==> src/rtl/vga_palette_lut.sv <==
// vga_palette_lut: writable colour palette with blink attribute, blanking and 2-cycle matched sync delay.
module vga_palette_lut #(
  parameter int IDX_W        = 3,
  parameter int CH_W         = 4,
  parameter int BLINK_FRAMES = 30
) (
  input  logic              clk,
  input  logic              rst_n,
  input  logic              pal_we,
  input  logic [IDX_W-1:0]  pal_addr,
  input  logic [3*CH_W:0]   pal_wdata,
  input  logic [IDX_W-1:0]  pal_raddr,
  output logic [3*CH_W:0]   pal_rdata,
  input  logic              frame_tick,
  input  logic              pix_valid,
  input  logic [IDX_W-1:0]  pix_idx,
  input  logic              hsync_in,
  input  logic              vsync_in,
  output logic [CH_W-1:0]   R,
  output logic [CH_W-1:0]   G,
  output logic [CH_W-1:0]   B,
  output logic              hsync_out,
  output logic              vsync_out,
  output logic              pix_valid_out
);
  localparam int DW    = 3*CH_W+1;
  localparam int DEPTH = 2**IDX_W;
  localparam int CW    = $clog2(BLINK_FRAMES)+1;
  localparam logic [11:0] RST_TAB [8] = '{12'h111, 12'h555, 12'h000, 12'h100,
                                          12'h111, 12'h001, 12'h010, 12'h600};

  function automatic logic [DW-1:0] rst_entry(input int i);
    logic [11:0] n;
    n = (i < 8) ? RST_TAB[i[2:0]] : 12'h0;
    return {1'b0, CH_W'(n[11:8]), CH_W'(n[7:4]), CH_W'(n[3:0])};
  endfunction

  logic [DW-1:0]     pal_q [DEPTH];
  logic [DW-1:0]     pal_d [DEPTH];
  logic [DW-1:0]     rdata_q, rdata_d, entry, sel;
  logic [CW-1:0]     cnt_q, cnt_d;
  logic              phase_q, phase_d, wrap;
  logic [IDX_W-1:0]  idx_s1_q;
  logic              valid_s1_q, hs_s1_q, vs_s1_q;
  logic [3*CH_W-1:0] rgb_q, rgb_d;
  logic              valid_s2_q, hs_s2_q, vs_s2_q;

  always_comb begin
    pal_d = pal_q;
    if (pal_we) pal_d[pal_addr] = pal_wdata;
    rdata_d = pal_q[pal_raddr];
    wrap    = frame_tick && (cnt_q == CW'(BLINK_FRAMES-1));
    cnt_d   = !frame_tick ? cnt_q : wrap ? '0 : cnt_q + CW'(1);
    phase_d = phase_q ^ wrap;
    // S1 index reads the palette after any write in its own cycle, giving write-first pixels
    entry   = pal_q[idx_s1_q];
    sel     = (entry[DW-1] && phase_q) ? pal_q[0] : entry;
    rgb_d   = valid_s1_q ? sel[DW-2:0] : '0;
  end

  always_ff @(posedge clk or negedge rst_n)
    if (!rst_n) begin
      for (int i = 0; i < DEPTH; i++) pal_q[i] <= rst_entry(i);
      rdata_q    <= '0;
      cnt_q      <= '0;
      phase_q    <= 1'b0;
      idx_s1_q   <= '0;
      valid_s1_q <= 1'b0;
      hs_s1_q    <= 1'b1;
      vs_s1_q    <= 1'b1;
      rgb_q      <= '0;
      valid_s2_q <= 1'b0;
      hs_s2_q    <= 1'b1;
      vs_s2_q    <= 1'b1;
    end else begin
      pal_q      <= pal_d;
      rdata_q    <= rdata_d;
      cnt_q      <= cnt_d;
      phase_q    <= phase_d;
      idx_s1_q   <= pix_idx;
      valid_s1_q <= pix_valid;
      hs_s1_q    <= hsync_in;
      vs_s1_q    <= vsync_in;
      rgb_q      <= rgb_d;
      valid_s2_q <= valid_s1_q;
      hs_s2_q    <= hs_s1_q;
      vs_s2_q    <= vs_s1_q;
    end

  assign pal_rdata     = rdata_q;
  assign {R, G, B}     = rgb_q;
  assign hsync_out     = hs_s2_q;
  assign vsync_out     = vs_s2_q;
  assign pix_valid_out = valid_s2_q;
endmodule

==> config.mk <==
export PLATFORM = sky130hd
export DESIGN_NAME = vga_palette_lut
export DESIGN_NICKNAME = d
export VERILOG_FILES = /design/src/rtl/vga_palette_lut.sv
export SDC_FILE = /design/constraint.sdc
export NUM_CORES = 1
export LEC_CHECK = 0
export CORE_UTILIZATION = 25
export CTS_CLUSTER_SIZE = 12
export DETAILED_ROUTE_END_ITERATION = 8
export PLACE_DENSITY_LB_ADDON = 0.15
export SLEW_MARGIN = 0
export SYNTH_ARGS = -nofsm -noshare
export SYNTH_HDL_FRONTEND = slang
export SYNTH_SLANG_ARGS = --single-unit
==> constraint.sdc <==
create_clock -name clk -period 1.9 [get_ports clk]
set_clock_uncertainty 0.2 [all_clocks]
set_input_delay 0.19 -clock clk [delete_from_list [all_inputs] [get_ports clk]]
set_output_delay 0.19 -clock clk [all_outputs]
set_load 0.005 [all_outputs]
==> summary.log <==
qor: sta.min_period_over_period 100.4%
qor: global_routing.grt_first_pass_wirelength 28.21 mm
qor: route.post-route-drc-count 0
qor: pwr.vdd_ir_drop_max 708.2 µV
qor: worst_setup_path.element_type_at_the_critical_path_start register
qor: pwr.power_density 1130 nW/µm²
qor: place.place.port_buffers 56
qor: die.design.die.area 28210 µm²
qor: cts.numCtsBuffers 17
qor: global_routing.number_of_antenna_violations_at_the_first_check_in_global_routing 0
qor: sta.fin_ws -0.007868 ns
qor: worst_setup_path.timing.setup.critical_path_class register to register
qor: sta.timing.max_slew.rel_slack 76.78%
qor: worst_setup_path.max_stage_delay 0.56 ns
qor: worst_setup_path.critPathSlowestCell sky130_fd_sc_hd__mux4_2
qor: global_routing.globalRouteOverflowTotal 0
qor: yosys.yosysWarnings 0
qor: die.rows 60
qor: global_routing.vias_in_the_first_global_route 4697
qor: worst_setup_path.critPathCaptureType register
qor: yosys.synth_largest_type_area_fraction 45.06%
qor: pwr.seq_power_share 43.3%
qor: sta.timing_hold_violations_final 0
qor: yosys.top_cells_by_area_synth sky130_fd_sc_hd__dfrtp_1 45%, sky130_fd_sc_hd__mux2_2 19%, sky130_fd_sc_hd__mux4_2 12%
qor: cts.cts_root_buffer sky130_fd_sc_hd__clkbuf_16
qor: sta.maxClockFrequency 524.1 MHz
qor: worst_setup_path.cp_max_fo 9
qor: sta.worst-slew-pin-transition 0.3472 ns
qor: route.average_via_count_per_standard_cell 4.747
qor: yosys.synth_enable_flop_cells 0
qor: pwr.power_leakage 3.614 nW
qor: yosys.synth_area_per_cell 15.62 µm²
qor: final_layout.syn_to_final_growth 30.03%
qor: die.core-area 26950 µm²
qor: global_routing.track_usage 13.46%
qor: worst_setup_path.timing.reg2reg.setup_slack -0.008 ns
qor: worst_setup_path.cp.arrival 2.00 ns
qor: yosys.synth_fp_nets 472
qor: worst_setup_path.worst_case_reg_to_reg_path_depth 6
qor: cts.clkSinkCount 145
qor: yosys.synth.largest_area_cell sky130_fd_sc_hd__dfrtp_1
qor: yosys.main_flop_type_after_synthesis sky130_fd_sc_hd__dfrtp_1
qor: sta.whs 0.02013 ns
qor: final_layout.numnets_final 562
qor: yosys.yosys_register_bits 145
qor: run_status.violations_in_the_final_reports negative setup slack
qor: worst_setup_path.timing.rr.end rgb_q[1]
qor: worst_setup_path.timing.rr.start idx_s1_q[1]
qor: route.wire_per_inst 19.97 µm
qor: pwr.p_sw_share 25.95%
qor: final_layout.post_route_cells_drive_above_1_share 47.06%
qor: yosys.post_synth_inst_count 441
qor: sta.grt_setup_unrepaired yes
qor: pwr.p_int 0.007491 W
qor: worst_setup_path.critPathBufInv 2
qor: cts.h-tree-depth 4
qor: die.width_of_the_die 168.0 µm
qor: hold_path.type_of_the_tightest_min_delay_check input pin to async pin
qor: die.start_util 25.55%
qor: sta.final-max-slew-violation-count 0
qor: route.detail_route.iter0.violations 208
qor: sta.layout_min_cycle_time 1.908 ns
qor: run_status.run_status complete, but fails checks
qor: worst_setup_path.list_of_cells_traversed_by_the_critical_path mux4_2, nor2_4, a311oi_4, buf_12, buf_4, mux2i_1
qor: global_routing.maximum_number_of_pins_on_one_net_before_global_route_repair 45
qor: sta.setup_viol 4
qor: cts.clkTransAtPathRegs 0.06 ns
qor: cts.cts_tree yes
qor: worst_setup_path.required 2.00 ns
qor: place.place.detailed.hpwl 11.63 mm
qor: worst_setup_path.critical_path.top_delay_family multiplexers
qor: yosys.synth.yosys.seq_area_share 53.07%
qor: cts.ctsLongestPathBuffers 2
qor: pwr.p_clk_share 35.3%
qor: yosys.synth.lib_cells_used.distinct 31
qor: route.detailroute.via_count 4201
qor: die.design.portCount 57
qor: pwr.p_comb_share 21.3%
qor: route.final_antenna_net_count 0
qor: pwr.power.switching 0.002625 W
qor: place.gp_routability_congestion 0.7284
qor: die.die-height 168.0 µm
qor: run.drv_cap 0
qor: final_layout.antenna_cells_inserted 0
qor: cts.worst_skew_pair.late_latency 0.42 ns
qor: yosys.async_flop_share 100.0%
qor: yosys.syn_area 6887 µm²
qor: route.detail_route.first_pass.iterations 4
qor: route.wirelength 17.67 mm
qor: place.dpl.cell_count 842
qor: final_layout.stdcell_count 885
-- metal layers --
metal	wire length [µm]	share of wire (%)	global-route usage (%)
met3	444	2.5	2.750
met1	7925	45	17.04
met4	253	1.4	4.268
met5	0	0	0
met2	9049	51	22.97
-- synthesized netlist by cell type, types with 2 or more instances --
master,instances
sky130_fd_sc_hd__nand2b_1,2
sky130_fd_sc_hd__o211ai_1,12
sky130_fd_sc_hd__nand2_1,15
sky130_fd_sc_hd__mux4_2,37
sky130_fd_sc_hd__mux4_1,2
sky130_fd_sc_hd__clkbuf_1,9
sky130_fd_sc_hd__inv_1,2
sky130_fd_sc_hd__ha_1,2
sky130_fd_sc_hd__buf_6,2
sky130_fd_sc_hd__xor2_1,4
sky130_fd_sc_hd__dfstp_2,21
sky130_fd_sc_hd__mux2i_1,37
sky130_fd_sc_hd__mux2_2,119
sky130_fd_sc_hd__nand4_1,3
sky130_fd_sc_hd__a22oi_1,12
sky130_fd_sc_hd__buf_2,12
sky130_fd_sc_hd__nor3_1,2
sky130_fd_sc_hd__nand4b_1,4
sky130_fd_sc_hd__nor2_1,5
sky130_fd_sc_hd__dfrtp_1,124
sky130_fd_sc_hd__buf_4,4
sky130_fd_sc_hd__nor3b_1,2
-- worst max path at each step --
stage                       startpoint       endpoint  slack, ns  depth (start not counted)
after floorplan           pal_raddr[0]  pal_rdata[11]       0.08                          4
after global placement     pal_addr[0]      pal_q[75]      -0.14                          5
after detailed placement   pal_addr[0]      pal_q[72]      -0.16                          5
after CTS                  idx_s1_q[1]       rgb_q[3]      -0.02                          6
after global routing       idx_s1_q[1]       rgb_q[2]       -0.1                          6
final                      idx_s1_q[1]       rgb_q[1]     -0.008                          6
-- per-stage QoR --
step / setup TNS [ns] / cell area, µm² / setup WS [ns] / utilization (%) / power [W]
detailed placement: -5.820 / 8190 / -0.1620 / 30.39 / 0.006558
finish: -0.01015 / 8955 / -0.007868 / 33.23 / 0.01012
floorplan: 0 / 6887 / 0.08046 / - / 0.005587
CTS: -0.1517 / 8885 / -0.02314 / 32.97 / 0.01023
global route: -0.5740 / 8955 / -0.09623 / 33.23 / 0.01065
global placement: -5.264 / 8190 / -0.1448 / 30.39 / 0.006495
-- layout make-up --
type                            count  area [µm²]
Fill cell                        2588       18000
Sequential cell                   145        3656
Multi-Input combinational cell    267        3115
Timing Repair Buffer               98        1122
Clock buffer                       20       446.7
Tap cell                          341       426.7
Clock inverter                     12       180.2
Inverter                            2       7.507
-- cells by family after synthesis --
logic type      count (synthesis)  share of synthesized area, %
compound gates                 29                         3.343
xor+xnor                        4                        0.5087
fa+ha+maj                       2                        0.3633
buf+inv                        29                         2.235
flops                         145                         53.07
mux                           195                         37.70
simple gates                   37                         2.780
-- worst reg2reg max path: stages, from the launching register on --
cell                       delay [ns]
sky130_fd_sc_hd__dfrtp_1         0.42
sky130_fd_sc_hd__mux4_2          0.56
sky130_fd_sc_hd__nor2_4          0.12
sky130_fd_sc_hd__a311oi_4        0.05
sky130_fd_sc_hd__buf_12          0.18
sky130_fd_sc_hd__buf_4           0.15
sky130_fd_sc_hd__mux2i_1         0.11
-- cells in the final DEF (no fill, tap or decap), types with 2 or more instances in the layout --
cell,instances
sky130_fd_sc_hd__nand2b_1,2
sky130_fd_sc_hd__nand4b_1,4
sky130_fd_sc_hd__mux2i_1,35
sky130_fd_sc_hd__xor2_1,4
sky130_fd_sc_hd__nand4_1,3
sky130_fd_sc_hd__nor2_1,5
sky130_fd_sc_hd__clkinvlp_4,2
sky130_fd_sc_hd__nand2_1,15
sky130_fd_sc_hd__dfrtp_1,123
sky130_fd_sc_hd__mux2_2,119
sky130_fd_sc_hd__ha_1,2
sky130_fd_sc_hd__buf_12,19
sky130_fd_sc_hd__clkbuf_16,17
sky130_fd_sc_hd__inv_1,2
sky130_fd_sc_hd__bufinv_16,4
sky130_fd_sc_hd__dlygate4sd3_1,5
sky130_fd_sc_hd__clkinv_2,2
sky130_fd_sc_hd__a22oi_1,12
sky130_fd_sc_hd__buf_4,18
sky130_fd_sc_hd__mux2i_2,2
sky130_fd_sc_hd__clkbuf_1,2
sky130_fd_sc_hd__mux4_2,37
sky130_fd_sc_hd__o211ai_1,12
sky130_fd_sc_hd__clkdlybuf4s50_1,54
sky130_fd_sc_hd__dfstp_2,21
sky130_fd_sc_hd__inv_6,3
sky130_fd_sc_hd__mux4_1,2
sky130_fd_sc_hd__nor3b_2,2
sky130_fd_sc_hd__nor3_2,2
-- power groups by stage --
stage / Combinational (W) / Sequential (W) / Clock (W)
floorplan: 0.00134 / 0.00424 / 0
detailed placement: 0.00214 / 0.00442 / 0
finish: 0.00216 / 0.00438 / 0.00358
global placement: 0.00210 / 0.00440 / 0
global route: 0.00235 / 0.00448 / 0.00382
CTS: 0.00217 / 0.00438 / 0.00368
-- sequential cells by signal (all words and copies together) (netlist names) --
| name | cells |
|---|---|
| pal_q | 104 |
| phase_q | 1 |
| pix_valid_out | 1 |
| hs_s1_q | 1 |
| valid_s1_q | 1 |
| rgb_q | 12 |
| cnt_q | 6 |
| hsync_out | 1 |
| vs_s1_q | 1 |
| idx_s1_q | 3 |
| vsync_out | 1 |
| pal_rdata | 13 |
-- what timing repair did --
action | 4_1_cts | 5_1_grt
cloned | 0 | 0
hold buffers | 5 | 0
setup buffers | 0 | 6
pin swaps | 0 | 1
endpoints found under the setup margin | 9 | 11
hold endpoints to repair | 131 | 0
gates resized for setup | 4 | 0
No activity file was read; power rests on OpenSTA's default activity.
==> RTL edit (same flow settings) <==
Put a register stage on the output `G`. The value now appears one clock later. The other outputs are not delayed to match.
--- a/src/rtl/vga_palette_lut.sv
+++ b/src/rtl/vga_palette_lut.sv
@@ -29,4 +29,6 @@
   localparam logic [11:0] RST_TAB [8] = '{12'h111, 12'h555, 12'h000, 12'h100,
                                           12'h111, 12'h001, 12'h010, 12'h600};
+
+  logic [CH_W-1:0] G_d;
 
   function automatic logic [DW-1:0] rst_entry(input int i);
@@ -89,8 +91,12 @@
 
   assign pal_rdata     = rdata_q;
-  assign {R, G, B}     = rgb_q;
+  assign {R, G_d, B}     = rgb_q;
   assign hsync_out     = hs_s2_q;
   assign vsync_out     = vs_s2_q;
   assign pix_valid_out = valid_s2_q;
+  always_ff @(posedge clk) begin
+    G <= G_d;
+  end
+
 endmodule
 
Check against the original RTL: not equivalent (Yosys sat finds a counterexample within 4 cycles, from zero or initial values and one cycle with rst_n low).
==> RTL edit against the unedited design <==
- the run still ends with negative setup slack left
- clock power decreased by 3%
- area after synthesis grew 2.0%
- routed wire length up 3.1%
- count of clock-buffer cells in the layout is 3 lower
- power is 0.26% higher
- cell area up 1.6%
- setup slack worse by 0.031 ns
- global-route usage up 0.19 points
- sequential cell count grew 4
- critical path type unchanged
- largest cell class unchanged
==> RTL edit: results <==
metrics = {
    "global_route": {
        "grt_max_degree": 48,
        "grt_pass1_vias": 4688,
        "grt_pass1_wl_mm": 29.00,
        "grt_usage": 0.1364,
    },
    "cells_and_area": {
        "nets": 569,
        "largest_reg_flops": 104,
        "drive_above_1_share": 0.4809,
    },
    "logic_synthesis": {
        "synth_area_leaders": "dfrtp_1 (44%), mux2_2 (19%), mux4_2 (12%), dfstp_2 (7.9%), mux2i_1 (5.3%)",
        "seq_area_frac_synth": 0.5315,
        "synth_nets": 484,
        "avgSynthCellArea_um2": 15.51,
        "synth.top_cells.by_count": "dfrtp_1 (124), mux2_2 (119), mux2i_1 (37), mux4_2 (37), dfstp_2 (21)",
        "synthArstFlopShare": 0.9732,
        "synth_cell_type_count": 32,
    },
    "drt": {
        "first_pass_iters": 6,
        "dr_wl_met3_um": 490,
        "drt-met1-wl_mm": 8.004,
        "viasPerCell": 4.624,
        "vias": 4296,
        "wl_per_cell_um": 19.60,
        "wl_met2_mm": 9.352,
    },
    "run_status": {
        "outcome": "complete, but fails checks",
        "violations": "negative setup slack",
    },
    "setup_path": {
        "reg2regPathDepth": 5,
        "crit_fanout": 8,
        "arrival_ns": 2.06,
    },
    "sta": {
        "worst_pin_slew_ns": 0.3831,
        "fin_ws_ns": -0.03888,
        "setup_tns_ns": -0.07958,
        "setup_viol": 5,
    },
    "placement": {
        "gp_congestion": 0.7095,
        "hpwl_mm": 11.84,
        "dp_cells": 890,
    },
    "power": {
        "max-vdd-ir-drop_uv": 639.2,
    },
    "cts": {
        "root_buffer": "clkbuf_16",
    },
}
==> RTL edit: cell count changes after synthesis <==
cell	unedited run	this run
dfxtp_1	0	4
buf_4	4	12
==> RTL edit: critical path, stage by stage, from the launching register on <==
cell,delay (ns)
dfrtp_2,0.44
mux4_2,0.35
nor2_2,0.05
a311oi_4,0.26
buf_6,0.26
mux2i_4,0.28
==> RTL edit: cells by family (layout without fill, tap and decap cells) <==
family                     Yosys count  count (layout)  synth area share
DFF                                149             149            0.5315
xor gates and xnor gates             4               4          0.004985
and+or+nand+nor                     37              37           0.02724
adders and majority gates            2               2          0.003561
buffers and inverters               37             135           0.03045
muxes                              195             195            0.3695
AOI/OAI and AO/OA                   29              29           0.03276
==> RTL edit: timing repair <==
action,in CTS,in global routing
resized for setup,9,5
hold buffers,4,1
endpoints found under the setup margin,11,12
buffers inserted,2,0
pin swaps,0,0
endpoints found under the hold margin,128,1
==> RTL edit: area by class of cell <==
| class | count | area [um2] |
|---|---|---|
| fill | 2676 | 18610 |
| timing repair buffer | 101 | 1122 |
| sequential | 149 | 3737 |
| clock inverter | 15 | 182.7 |
| multi-input combinational | 267 | 3146 |
| clock buffer | 17 | 425.4 |
| tap | 378 | 473.0 |
| inverter | 2 | 7.507 |
==> RTL edit: report_power, final <==
group | switching, mW | total (mW) | internal (mW)
Clock | 1.48 | 3.48 | 2.00
Combinational | 0.785 | 2.18 | 1.39
Sequential | 0.522 | 4.48 | 3.96
Total | 2.79 | 10.1 | 7.35
==> RTL edit: worst paths after layout <==
kind,start,end,slack [ns]
setup / recovery,idx_s1_q[1]$_DFF_PN0_,rgb_q[2]$_DFF_PN0_,-0.04
hold / removal,rst_n,pal_rdata[6]$_DFF_PN0_,0.02
setup reg to reg,idx_s1_q[1]$_DFF_PN0_,rgb_q[2]$_DFF_PN0_,-0.04
hold reg to reg,rgb_q[6]$_DFF_PN0_,G[2]$_DFF_P_,0.15
max in group asynchronous,rst_n,pal_q[92]$_DFFE_PN0P_,0.85
min in group clk,pix_idx[0],idx_s1_q[0]$_DFF_PN0_,0.02
==> RTL edit: per-stage QoR <==
stage	setup slack, ns	utilization	instance area, um2
floorplan	0.08046	-	7027
global placement	-0.1710	0.3012	8344
detailed placement	-0.1826	0.3012	8344
CTS	-0.06384	0.3271	9061
global route	-0.1009	0.3282	9094
finish	-0.03888	0.3282	9094
==> RTL edit: routing by layer <==
layer,global-route usage,vias up
met1,0.1740,2302
met2,0.2316,83
met3,0.02495,20
met4,0.04583,0
li1,-,1891
met5,0,-
